$ cat src/rtl/tt_pll_pkg.sv
// Shared PLL types: PFD state encoding (also used by top-level debug) and scan-chain layout.
package tt_pll_pkg;

    typedef enum logic [1:0] {
        StIdle = 2'b00,
        StUp   = 2'b01,
        StDown = 2'b10
    } pfd_state_e;

    localparam int unsigned PfdStateBits = 2;

    // Chain order from scan-in: state, wcnt, phase_err, lock_cnt (LSB first within each field).
    function automatic int unsigned pfd_scan_len(input int unsigned cnt_w,
                                                 input int unsigned lock_w);
        return PfdStateBits + 2 * cnt_w + lock_w;
    endfunction

endpackage

$ cat src/rtl/tt_sync.sv
// N-flop synchronizer for one asynchronous bit; every stage resets to 0.
module tt_sync #(
    parameter int unsigned Stages = 2
) (
    input  logic i_clk,
    input  logic i_rst_n,
    input  logic d_i,
    output logic q_o
);

    logic [Stages-1:0] sync_q;

    always_ff @(posedge i_clk or negedge i_rst_n) begin
        if (!i_rst_n) begin
            sync_q <= '0;
        end else begin
            sync_q <= {sync_q[Stages-2:0], d_i};
        end
    end

    assign q_o = sync_q[Stages-1];

endmodule

$ cat src/rtl/tt_pfd.sv
// Tri-state phase-frequency detector: synchronizes ref/fb, drives up/down pulses, reports
// signed phase error, cycle slips and lock. FSM and counters form one scan chain.
module tt_pfd
    import tt_pll_pkg::*;
#(
    parameter int unsigned SYNC_STAGES = 2,
    parameter int unsigned CNT_W       = 8,
    parameter int unsigned LOCK_WINDOW = 2,
    parameter int unsigned LOCK_COUNT  = 16
) (
    input  logic                    i_clk,
    input  logic                    i_rst_n,
    input  logic                    i_ref,
    input  logic                    i_fb,
    output logic                    o_up,
    output logic                    o_down,
    output logic signed [CNT_W-1:0] o_phase_err,
    output logic                    o_err_valid,
    output logic                    o_slip,
    output logic                    o_locked,
    input  logic                    i_scan_en,
    input  logic                    i_scan_in,
    output logic                    o_scan_out
);

    localparam int unsigned LockW   = $clog2(LOCK_COUNT + 1);
    localparam int unsigned ScanLen = pfd_scan_len(CNT_W, LockW);
    localparam int unsigned ErrOff  = PfdStateBits + CNT_W;
    localparam int unsigned LockOff = PfdStateBits + 2 * CNT_W;

    localparam logic [CNT_W-1:0] WcntMax   = {1'b0, {(CNT_W - 1){1'b1}}};
    localparam logic [CNT_W-1:0] WindowMax = CNT_W'(LOCK_WINDOW);
    localparam logic [LockW-1:0] LockMax   = LockW'(LOCK_COUNT);

    logic ref_s, fb_s;
    logic ref_h_q, fb_h_q;
    logic ref_rise, fb_rise;

    pfd_state_e              state_q, state_d;
    logic [CNT_W-1:0]        wcnt_q, wcnt_d, wcnt_inc, err_mag;
    logic signed [CNT_W-1:0] phase_err_q, phase_err_d;
    logic [LockW-1:0]        lock_cnt_q, lock_cnt_d;
    logic                    err_valid_q, err_valid_d;
    logic                    slip_q, slip_d;
    logic                    locked_q, locked_d;
    logic                    complete, slip;
    logic [ScanLen-1:0]      chain_q, chain_d;

    tt_sync #(
        .Stages (SYNC_STAGES)
    ) u_sync_ref (
        .i_clk   (i_clk),
        .i_rst_n (i_rst_n),
        .d_i     (i_ref),
        .q_o     (ref_s)
    );

    tt_sync #(
        .Stages (SYNC_STAGES)
    ) u_sync_fb (
        .i_clk   (i_clk),
        .i_rst_n (i_rst_n),
        .d_i     (i_fb),
        .q_o     (fb_s)
    );

    assign ref_rise = ref_s & ~ref_h_q;
    assign fb_rise  = fb_s & ~fb_h_q;
    assign wcnt_inc = (wcnt_q == WcntMax) ? WcntMax : wcnt_q + CNT_W'(1);

    assign chain_q = {lock_cnt_q, phase_err_q, wcnt_q, state_q};
    assign chain_d = {chain_q[ScanLen-2:0], i_scan_in};

    always_comb begin
        state_d     = state_q;
        wcnt_d      = wcnt_q;
        phase_err_d = phase_err_q;
        lock_cnt_d  = lock_cnt_q;
        locked_d    = locked_q;
        complete    = 1'b0;
        slip        = 1'b0;
        err_mag     = '0;
        if (i_scan_en) begin
            state_d     = pfd_state_e'(chain_d[PfdStateBits-1:0]);
            wcnt_d      = chain_d[PfdStateBits +: CNT_W];
            phase_err_d = $signed(chain_d[ErrOff +: CNT_W]);
            lock_cnt_d  = chain_d[LockOff +: LockW];
        end else begin
            locked_d = (lock_cnt_q == LockMax);
            case (state_q)
                StIdle: begin
                    if (ref_rise && fb_rise) begin
                        complete    = 1'b1;
                        phase_err_d = '0;
                    end else if (ref_rise) begin
                        state_d = StUp;
                        wcnt_d  = CNT_W'(1);
                    end else if (fb_rise) begin
                        state_d = StDown;
                        wcnt_d  = CNT_W'(1);
                    end
                end
                StUp: begin
                    // The lagging edge wins even when the leading input also rises again.
                    if (fb_rise) begin
                        state_d     = StIdle;
                        complete    = 1'b1;
                        err_mag     = wcnt_q;
                        phase_err_d = $signed(wcnt_q);
                    end else begin
                        wcnt_d = wcnt_inc;
                        slip   = ref_rise;
                    end
                end
                StDown: begin
                    if (ref_rise) begin
                        state_d     = StIdle;
                        complete    = 1'b1;
                        err_mag     = wcnt_q;
                        phase_err_d = -$signed(wcnt_q);
                    end else begin
                        wcnt_d = wcnt_inc;
                        slip   = fb_rise;
                    end
                end
                default: state_d = StIdle;
            endcase

            if (slip) begin
                lock_cnt_d = '0;
            end else if (complete) begin
                if (err_mag <= WindowMax) begin
                    lock_cnt_d = (lock_cnt_q == LockMax) ? LockMax : lock_cnt_q + LockW'(1);
                end else begin
                    lock_cnt_d = '0;
                end
            end
        end
    end

    assign err_valid_d = complete;
    assign slip_d      = slip;

    always_ff @(posedge i_clk or negedge i_rst_n) begin
        if (!i_rst_n) begin
            ref_h_q     <= 1'b0;
            fb_h_q      <= 1'b0;
            state_q     <= StIdle;
            wcnt_q      <= '0;
            phase_err_q <= '0;
            lock_cnt_q  <= '0;
            err_valid_q <= 1'b0;
            slip_q      <= 1'b0;
            locked_q    <= 1'b0;
        end else begin
            ref_h_q     <= ref_s;
            fb_h_q      <= fb_s;
            state_q     <= state_d;
            wcnt_q      <= wcnt_d;
            phase_err_q <= phase_err_d;
            lock_cnt_q  <= lock_cnt_d;
            err_valid_q <= err_valid_d;
            slip_q      <= slip_d;
            locked_q    <= locked_d;
        end
    end

    assign o_up        = (state_q == StUp);
    assign o_down      = (state_q == StDown);
    assign o_phase_err = phase_err_q;
    assign o_err_valid = err_valid_q;
    assign o_slip      = slip_q;
    assign o_locked    = locked_q;
    assign o_scan_out  = chain_q[ScanLen-1];

endmodule

$ cat config.mk
export PLATFORM = sky130hd
export DESIGN_NAME = tt_pfd
export DESIGN_NICKNAME = d
export VERILOG_FILES = /design/src/rtl/tt_pll_pkg.sv /design/src/rtl/tt_sync.sv /design/src/rtl/tt_pfd.sv
export SDC_FILE = /design/constraint.sdc
export NUM_CORES = 1
export LEC_CHECK = 0
export BUFFER_PORTS_ARGS = -buffer_cell sky130_fd_sc_hd__buf_2
export CAP_MARGIN = 20
export CORE_UTILIZATION = 61
export CTS_BUF_LIST = sky130_fd_sc_hd__clkbuf_2 sky130_fd_sc_hd__clkbuf_4 sky130_fd_sc_hd__clkbuf_8
export CTS_CLUSTER_DIAMETER = 30
export CTS_CLUSTER_SIZE = 14
export DETAILED_ROUTE_END_ITERATION = 8
export HOLD_SLACK_MARGIN = 0.15
export PLACE_DENSITY = 0.87
export SYNTH_ARGS = -nofsm -noshare
export SYNTH_HDL_FRONTEND = slang
export SYNTH_SLANG_ARGS = --single-unit
$ cat constraint.sdc
create_clock -name i_clk -period 2.85 [get_ports i_clk]
set_input_delay 0.1425 -clock i_clk [delete_from_list [all_inputs] [get_ports i_clk]]
set_output_delay 0.1425 -clock i_clk [all_outputs]
set_load 0.02 [all_outputs]
==> metrics.md, run 1 <==
| Metric | Value |
|---|---|
| WL per Instance | `16.1 um` |
| Top layer in use | `met4` |
| Worst skew pair latency | `between 0.3 and 0.4 ns` |
| Post-CTS Setup Bufs | `0` |
| #FFs+latches synth | `32` |
| Drt pass-1 iters | `4` |
| Top cells by count, synth | `dfrtp_1 (32), nand2_1 (25), inv_1 (12), o21ai_0 (12)` |
| Internal Power | `1270 uW` |
| Post-DP HPWL | `3.15 mm` |
| Fin. max-slew vios | `0` |
| VDD IR max | `around 0.63 mV` |
| Critical Path RT | `just over 3 ns` |
| IO Port Bufs | `19` |
| ANT nets after route | `0` |
| CTS Sinks | `32` |
| Synth warn | `0` |
| Fraction of registers with async set or reset after synthesis | `100%` |
| Max Clock Freq | `between 400 and 500 MHz` |
| Met2 routed WL | `2.22 mm` |
| Clock network power share | `12.0%` |
| Most common cell in the netlist | `dfrtp_1` |
| Sw Share | `a little under half` |
| Crit share post-route | `83.1%` |
| Routed vias | `~1800` |
| Sequential share of the synthesized area | `a little under two fifths` |
| CTS H-tree depth | `2` |
| Final setup TNS | `0 ns` |
| Initial Utilization | `about two thirds` |
| CORE AREA | `between 0.003 and 0.004 mm2` |
| Cell Count, Final, Fillers Out | `between 200 and 300` |
| Post-synthesis cell count | `roughly 230` |
| Die height | `slightly above 60 um` |
| Flop pwr share | `approximately 36%` |
| Max Cap Violations | `0` |
| Setup slack at placement | `around 0.51 ns` |
| Antenna cells | `0` |
| Ys flop type | `dfrtp_1` |
| Global route overflow | `0` |
| Met3 routed WL | `about 240 um` |
| Area contributors post-synth | `dfrtp_1 (38%), ha_1 (4.8%), nand2_1 (4.5%), mux2i_1 (3.3%), o21ai_0 (2.9%)` |
| Clock buffer count from CTS | `5` |
| Area Overhead vs Synth | `9.24%` |
| Row count | `20` |
| Final min period | `2.37 ns` |
| WL met1 | `2.12 mm` |
| Placed insts | `roughly 280` |
| GPL Wtd Cong | `0.899` |
| Die Width | `approximately 60 um` |
| RSZ-0062 raised after global routing | `no` |
| Cell Pwr Density | `approximately 1000 mW/mm2` |
| Rel. slew slack | `between 50% and 60%` |
| Largest net degree at the start of global routing | `36` |
| Crit path max fanout | `13` |
| First-pass GRT wire length | `around 8 mm` |
| Synthesized netlist net count | `roughly 240` |
| Routed WL | `4.66 mm` |
| Skew final | `approximately 0.015 ns` |
| CTS resizes | `0` |
| P_sw | `between 1000 and 1500 uW` |
| Final Hold Fails | `0` |
| Startpoint types | `flop` |
| Die footprint | `roughly 0.0037 mm2` |
| Setup violators final | `0` |
| Antenna violations before repair | `0` |
| Initial DRC count | `169` |
| Worst EP arrival | `roughly 2.6 ns` |
| Yosys cell types | `58` |
| Post-Syn Area | `roughly 0.0021 mm2` |
| Hold WC Path Type | `in -> reg` |
| Final Core Density | `a little over 70%` |
| Leakage | `roughly 0.0010 uW` |
| Worst setup EP type | `flop` |
| Proportion of netlist area held by the largest area contributor | `between 30% and 40%` |
| Status | `complete, no violations` |
| Share of layout cells above drive strength 1 | `between 10% and 20%` |
| Post-layout nets | `258` |
| DR vias/cell | `~6.4` |
| Number of global-route vias before repair | `approximately 1700` |
| Clock-pin transition on the worst setup and hold timing paths | `around 0.10 ns` |
| Synth area leader | `dfrtp_1` |
| Comb pwr share | `between 50% and 60%` |
| Mapped Avg Cell Area | `a little over 9 um2` |
| Remaining DRCs | `0` |
| Least-Margin Pin Slew | `a little over 0.7 ns` |
| Worst-case clock buffer depth | `2` |
| Overall Global Routing Usage | `slightly below 30%` |
| Kind of critical path | `reg -> reg` |
| Root buf cell | `clkbuf_4` |
| I/O Pins | `20` |
| CTS tree | `done` |
| Final Worst Setup Slack | `around 0.48 ns` |
| EDFF count, synth | `0` |
[layer usage]
metal / track usage (%) / up-vias
li1: - / 880
met1: 39.8 / 890
met2: 45.8 / 68
met3: 5.54 / 11
met4: 13.3 / 0
met5: 0 / -
[sequential cells by signal (all words and copies together) (netlist names)]
name	cells
fb_h_q	1
lock_cnt_q	5
o_err_valid	1
o_locked	1
o_phase_err	8
o_slip	1
ref_h_q	1
state_q	2
u_sync_fb.sync_q	2
u_sync_ref.sync_q	2
wcnt_q	8
[placed cells by master, fill, tap and decap left out, types with 2 or more instances in the layout]
cell	count
mux2i_1	7
o31ai_1	4
or3_1	3
nand3_1	6
a41oi_1	2
a21boi_0	3
buf_2	19
nand2_1	25
nand3b_1	3
a21oi_1	10
a21o_1	3
a211o_1	2
or4_1	4
clkbuf_4	7
a32oi_1	5
a211oi_2	2
dfrtp_1	32
nor4bb_1	2
mux2_2	5
nor2_1	9
nand4_1	4
inv_1	12
nand2b_1	2
o32ai_1	2
ha_1	8
a2bb2oi_1	6
nor3_1	5
dlygate4sd3_1	3
buf_4	2
o21a_1	2
a31oi_1	6
o21ai_0	12
and2_1	2
[timing repair]
| item | 4_1_cts | 5_1_grt |
|---|---|---|
| hold buffers | 3 | 0 |
| setup endpoints to repair | 0 | 0 |
| endpoints found under the hold margin | 34 | 0 |
[final timing paths]
| check | from | end | slack (ns) | depth (start not counted) |
|---|---|---|---|---|
| max in group asynchronous | i_rst_n | o_phase_err[6] | 2.00 | 2 |
| min in group asynchronous | i_rst_n | lock_cnt_q[4] | 0.39 | 2 |
| worst max register to register | state_q[0] | lock_cnt_q[0] | 0.48 | 7 |
| worst min register to register | u_sync_fb.sync_q[0] | u_sync_fb.sync_q[1] | 0.35 | 0 |
| worst max-delay path | state_q[0] | lock_cnt_q[0] | 0.48 | 7 |
| worst min-delay path | i_scan_in | state_q[0] | 0.16 | 3 |
[logic make-up after synthesis]
| family | Yosys count | synth area share, % |
|---|---|---|
| flip-flops | 32 | 38.2 |
| buffers and inverters | 28 | 5.55 |
| adder cells (fa/ha/maj) | 8 | 4.77 |
| AO/OA/AOI/OAI | 74 | 26.0 |
| XOR/XNOR | 2 | 0.835 |
| AND/OR/NAND/NOR | 72 | 18.7 |
| multiplexers | 12 | 6.02 |
[cell type report]
type | count | area (um2)
inverters | 13 | 48.8
clock buffers | 8 | 66.3
multi-input cells | 168 | 1180
fillers | 248 | 861
repair buffers | 24 | 140
well taps | 44 | 55.1
flip-flops and latches | 32 | 801
[per-stage QoR]
stage	cell area, um2	hold slack (ns)	total power [uW]
floorplan	2100	-0.153	1800
global placement	2200	0.226	2050
detailed placement	2200	0.230	2080
CTS	2290	0.163	2380
global route	2290	0.169	2580
finish	2290	0.164	2400
[worst max-delay path: stages, from the launching register on]
cell,delay [ns]
dfrtp_1,0.42
inv_1,0.11
ha_1,0.43
inv_1,0.18
nor3_1,0.40
o21a_1,0.19
or3_1,0.20
mux2_2,0.35
[power groups by stage]
stage	Clock, uW	Sequential (uW)	Combinational (uW)
floorplan	0	804	991
global placement	0	855	1200
detailed placement	0	868	1220
CTS	292	858	1230
global route	312	903	1370
finish	288	868	1240
Power figures use the tool's default switching activity.
==> inputs of run 2 (changes only) <==
--- a/config.mk
+++ b/config.mk
@@ -5,15 +5,16 @@
 export SDC_FILE = /design/constraint.sdc
 export NUM_CORES = 1
 export LEC_CHECK = 0
+export ABC_AREA = 1
 export BUFFER_PORTS_ARGS = -buffer_cell sky130_fd_sc_hd__buf_2
 export CAP_MARGIN = 20
-export CORE_UTILIZATION = 61
+export CORE_UTILIZATION = 56
 export CTS_BUF_LIST = sky130_fd_sc_hd__clkbuf_2 sky130_fd_sc_hd__clkbuf_4 sky130_fd_sc_hd__clkbuf_8
 export CTS_CLUSTER_DIAMETER = 30
 export CTS_CLUSTER_SIZE = 14
 export DETAILED_ROUTE_END_ITERATION = 8
 export HOLD_SLACK_MARGIN = 0.15
-export PLACE_DENSITY = 0.87
+export PLACE_DENSITY = 0.84
 export SYNTH_ARGS = -nofsm -noshare
 export SYNTH_HDL_FRONTEND = slang
 export SYNTH_SLANG_ARGS = --single-unit
==> constraint.sdc (replaced) <==
create_clock -name i_clk -period 2.1 [get_ports i_clk]
set_input_delay 0.105 -clock i_clk [delete_from_list [all_inputs] [get_ports i_clk]]
set_output_delay 0.105 -clock i_clk [all_outputs]
set_load 0.02 [all_outputs]
==> run 2 against run 1 <==
Net effect:
- register-to-register slack lost 0.30 ns
- hold slack gained 0.11 ns
- clock skew shrank 0.0096 ns
- global-route usage shrank 4.1 points
- fmax grew 23%
- highest routed layer unchanged
==> metrics.md, run 2 <==
| Metric | Value |
|---|---|
| CORE AREA | `0.00372 mm2 (+18%)` |
| Commonest non-fill, non-tap cell in the layout | `nand2_1` |
| Post-Syn Area | `0.00221 mm2 (+5.1%)` |
| GPL Wtd Cong | `0.932 (+3.7%)` |
| VDD IR max | `0.681 mV (+7.7%)` |
| Root buf cell | `clkbuf_8` |
| Proportion of netlist area held by the largest area contributor | `36.3% (-1.9 points)` |
| Slowest cell on the critical path | `ha_1` |
| Initial Utilization | `59.4% (-7.2 points)` |
| Post-layout nets | `350 (+36%)` |
| Leakage | `0.00134 uW (+29%)` |
| IO Port Bufs | `19 (unchanged)` |
| Max Clock Freq | `521 MHz (+23%)` |
| Initial DRC count | `164 (-3.0%)` |
| Most frequent cells in the layout | `nand2_1 (116), dfrtp_1 (32), inv_1 (29)` |
| Setup slack at placement | `0.255 ns (-0.260 ns)` |
| RSZ-0062 raised after global routing | `no` |
| Internal Power | `1850 uW (+45%)` |
| Post-CTS Setup Bufs | `0 (unchanged)` |
| WP depth | `9 (+2)` |
| Fin. max-slew vios | `0 (unchanged)` |
| P_sw | `1610 uW (+44%)` |
| Worst Setup SP | `state_q[0]` |
| Sequential share of the synthesized area | `36.3% (-1.9 points)` |
| Placed insts | `373 (+34%)` |
| Worst skew pair latency | `0.28 ns (-0.06 ns)` |
| Critical Path RT | `2.27 ns (-0.82 ns)` |
| Placed instance area | `0.00232 mm2 (+5.6%)` |
| Antenna violations before repair | `0 (unchanged)` |
| Antenna cells | `0 (unchanged)` |
| CTS Sinks | `32 (unchanged)` |
| Critical Path Sink | `wcnt_q[1]` |
| Fraction of registers with async set or reset after synthesis | `100% (unchanged)` |
| Top cells by count, synth | `nand2_1 (116), dfrtp_1 (32), inv_1 (29), nor2_1 (22), nand3_1 (16)` |
| Skew final | `0.00563 ns (-0.00956 ns)` |
| First-pass GRT wire length | `8.19 mm (+2.2%)` |
| Area contributors post-synth | `dfrtp_1 (36%), nand2_1 (20%), inv_1 (4.9%), ha_1 (4.5%), nor2_1 (3.7%)` |
| Area Overhead vs Synth | `12.6%` |
| Yosys cell types | `32 (-45%)` |
| R2R setup slack | `0.18 ns (-0.30 ns)` |
| Cell depth of the worst flop-to-flop path | `9 (+2)` |
| Drt pass-1 iters | `4 (unchanged)` |
| Ys flop type | `dfrtp_1` |
| Largest net degree at the start of global routing | `33 (-8.3%)` |
| Synthesized netlist net count | `328 (+36%)` |
| DR vias/cell | `5.18 (-19%)` |
| Design area | `0.00248 mm2 (+8.4%)` |
| Kind of critical path | `reg -> reg` |
| Synth area leader | `dfrtp_1` |
| FILL cells | `325 (+31%)` |
| Crit path buf inv count | `2 (unchanged)` |
| Post-synthesis cell count | `314 (+38%)` |
| Clock network power share | `18.8% (+6.8 points)` |
| Sw Share | `46.6% (-0.24 points)` |
| Setup violators final | `0 (unchanged)` |
| Multi-input combinational cell area | `0.00120 mm2 (+1.4%)` |
| Hold WC Path Type | `in -> reg` |
| Crit share post-route | `91.4% (+8.4 points)` |
| FF-to-FF Start | `state_q[0]` |
| Routed WL | `4.66 mm (about the same)` |
| Number of global-route vias before repair | `1906 (+9.2%)` |
| Register area | `801 um2 (unchanged)` |
| Worst path max stage delay | `0.42 ns (about the same)` |
| Crit path max fanout | `12 (-1)` |
| Die Width | `64.8 um (+6.8%)` |
| Cell Count, Final, Fillers Out | `385 (+33%)` |
| Synth warn | `0 (unchanged)` |
| CTS tree | `done` |
| Final min period | `1.92 ns (-0.448 ns)` |
| Most common cell in the netlist | `nand2_1` |
| Global route overflow | `0 (unchanged)` |
| CTS H-tree depth | `2 (unchanged)` |
| Die height | `64.8 um (+6.8%)` |
| Startpoint types | `flop` |
| Overall Global Routing Usage | `25.3% (-4.1 points)` |
| CTS resizes | `0 (unchanged)` |
| Flop pwr share | `31.9% (-4.3 points)` |
| EDFF count, synth | `0 (unchanged)` |
| Die footprint | `0.00419 mm2 (+14%)` |
| Hold WS | `0.270 ns (+0.106 ns)` |
| Comb pwr share | `49.3% (-2.5 points)` |
| Max Cap Violations | `0 (unchanged)` |
| Clock buffer count from CTS | `5 (unchanged)` |
| Rel. slew slack | `52.8% (+0.55 points)` |
| Cell Pwr Density | `1390 mW/mm2 (+33%)` |
| Routed vias | `1995 (+7.9%)` |
| Row count | `22 (+10%)` |
| Final setup TNS | `0 ns (unchanged)` |
| Worst R2R End | `wcnt_q[1]` |
| Status | `complete, no violations` |
| Least-Margin Pin Slew | `0.709 ns (-0.00694 ns)` |
| I/O Pins | `20 (unchanged)` |
| Clock-pin transition on the worst setup and hold timing paths | `0.07 ns (-0.03 ns)` |
| Final Worst Setup Slack | `0.180 ns (-0.302 ns)` |
| #FFs+latches synth | `32 (unchanged)` |
| Mapped Avg Cell Area | `7.03 um2 (-24%)` |
| Remaining DRCs | `0 (unchanged)` |
| CP cell instances | `inv_1 > ha_1 > nand3_1 > nand2_2 > nand2_1 > nand3_2 > inv_2 > o21ai_0 > o21ai_2` |
| Worst EP arrival | `2.09 ns (-0.52 ns)` |
| ANT nets after route | `0 (unchanged)` |
| Worst setup EP type | `flop` |
| WL per Instance | `12.1 um (-25%)` |
| Final Hold Fails | `0 (unchanged)` |
| Crit-path leading delay family | `simple AND/OR/NAND/NOR gates` |
| Share of layout cells above drive strength 1 | `19.0% (+1.4 points)` |
| Worst-case clock buffer depth | `2 (unchanged)` |
| Post-DP HPWL | `3.37 mm (+6.8%)` |
==> run 2: routing by layer <==
metal	vias to the layer above	global-route usage [%]	routed length (um)
met5	-	0	0
met3	6	5.11	243
met2	50	44.0	2250
met4	0	8.06	59
met1	901	31.0	2110
li1	1038	-	-
==> run 2: how the worst min path moves through the flow <==
| stage | slack (ns) | cells after the start | end | from |
|---|---|---|---|---|
| floorplan | -0.19 | 0 | fb_h_q | i_rst_n |
| global placement | 0.20 | 1 | wcnt_q[3] | i_rst_n |
| detailed placement | 0.21 | 1 | wcnt_q[3] | i_rst_n |
| CTS | 0.27 | 4 | o_locked | i_scan_en |
| global route | 0.33 | 3 | o_err_valid | i_scan_en |
| finish | 0.27 | 4 | o_locked | i_scan_en |
==> run 2: repair_timing <==
item,CTS,global route
hold buffers,4,0
setup endpoints to repair,0,0
hold endpoints to repair,35,0
==> run 2: worst min-delay path: stages <==
cell    delay (ns)
buf_2         0.09
inv_2         0.13
nor2_1        0.13
nor2_1        0.05
==> run 2: cell type report <==
| cell class | count | area share [%] |
|---|---|---|
| timing repair buffer | 26 | 6.34 |
| tap | 48 | 2.42 |
| multi-input combinational | 233 | 48.2 |
| clock inverter | 1 | 1.21 |
| inverter | 38 | 5.74 |
| sequential | 32 | 32.2 |
| clock buffer | 7 | 3.88 |
==> run 2: cell families after synthesis <==
logic type | share of synthesized area (%)
adder cells (fa/ha/maj) | 4.54
XOR/XNOR | 1.19
AO/OA/AOI/OAI | 12.3
buffers and inverters | 9.42
flip-flops | 36.3
AND/OR/NAND/NOR | 36.2
==> run 2: per-stage QoR <==
| step | total power [uW] | util [%] |
|---|---|---|
| floorplan | 2460 | - |
| global placement | 2760 | 62.4 |
| detailed placement | 2800 | 62.4 |
| CTS | 3470 | 66.9 |
| global route | 3770 | 66.9 |
| finish | 3460 | 66.9 |
==> run 2: power groups by stage <==
stage / registers [uW] / logic (uW) / clock network, uW
final: 1100 / 1710 / 651
after global routing: 1140 / 1950 / 683
after CTS: 1100 / 1710 / 664
after detailed placement: 1110 / 1690 / 0
after global placement: 1110 / 1660 / 0
after floorplan: 1100 / 1360 / 0
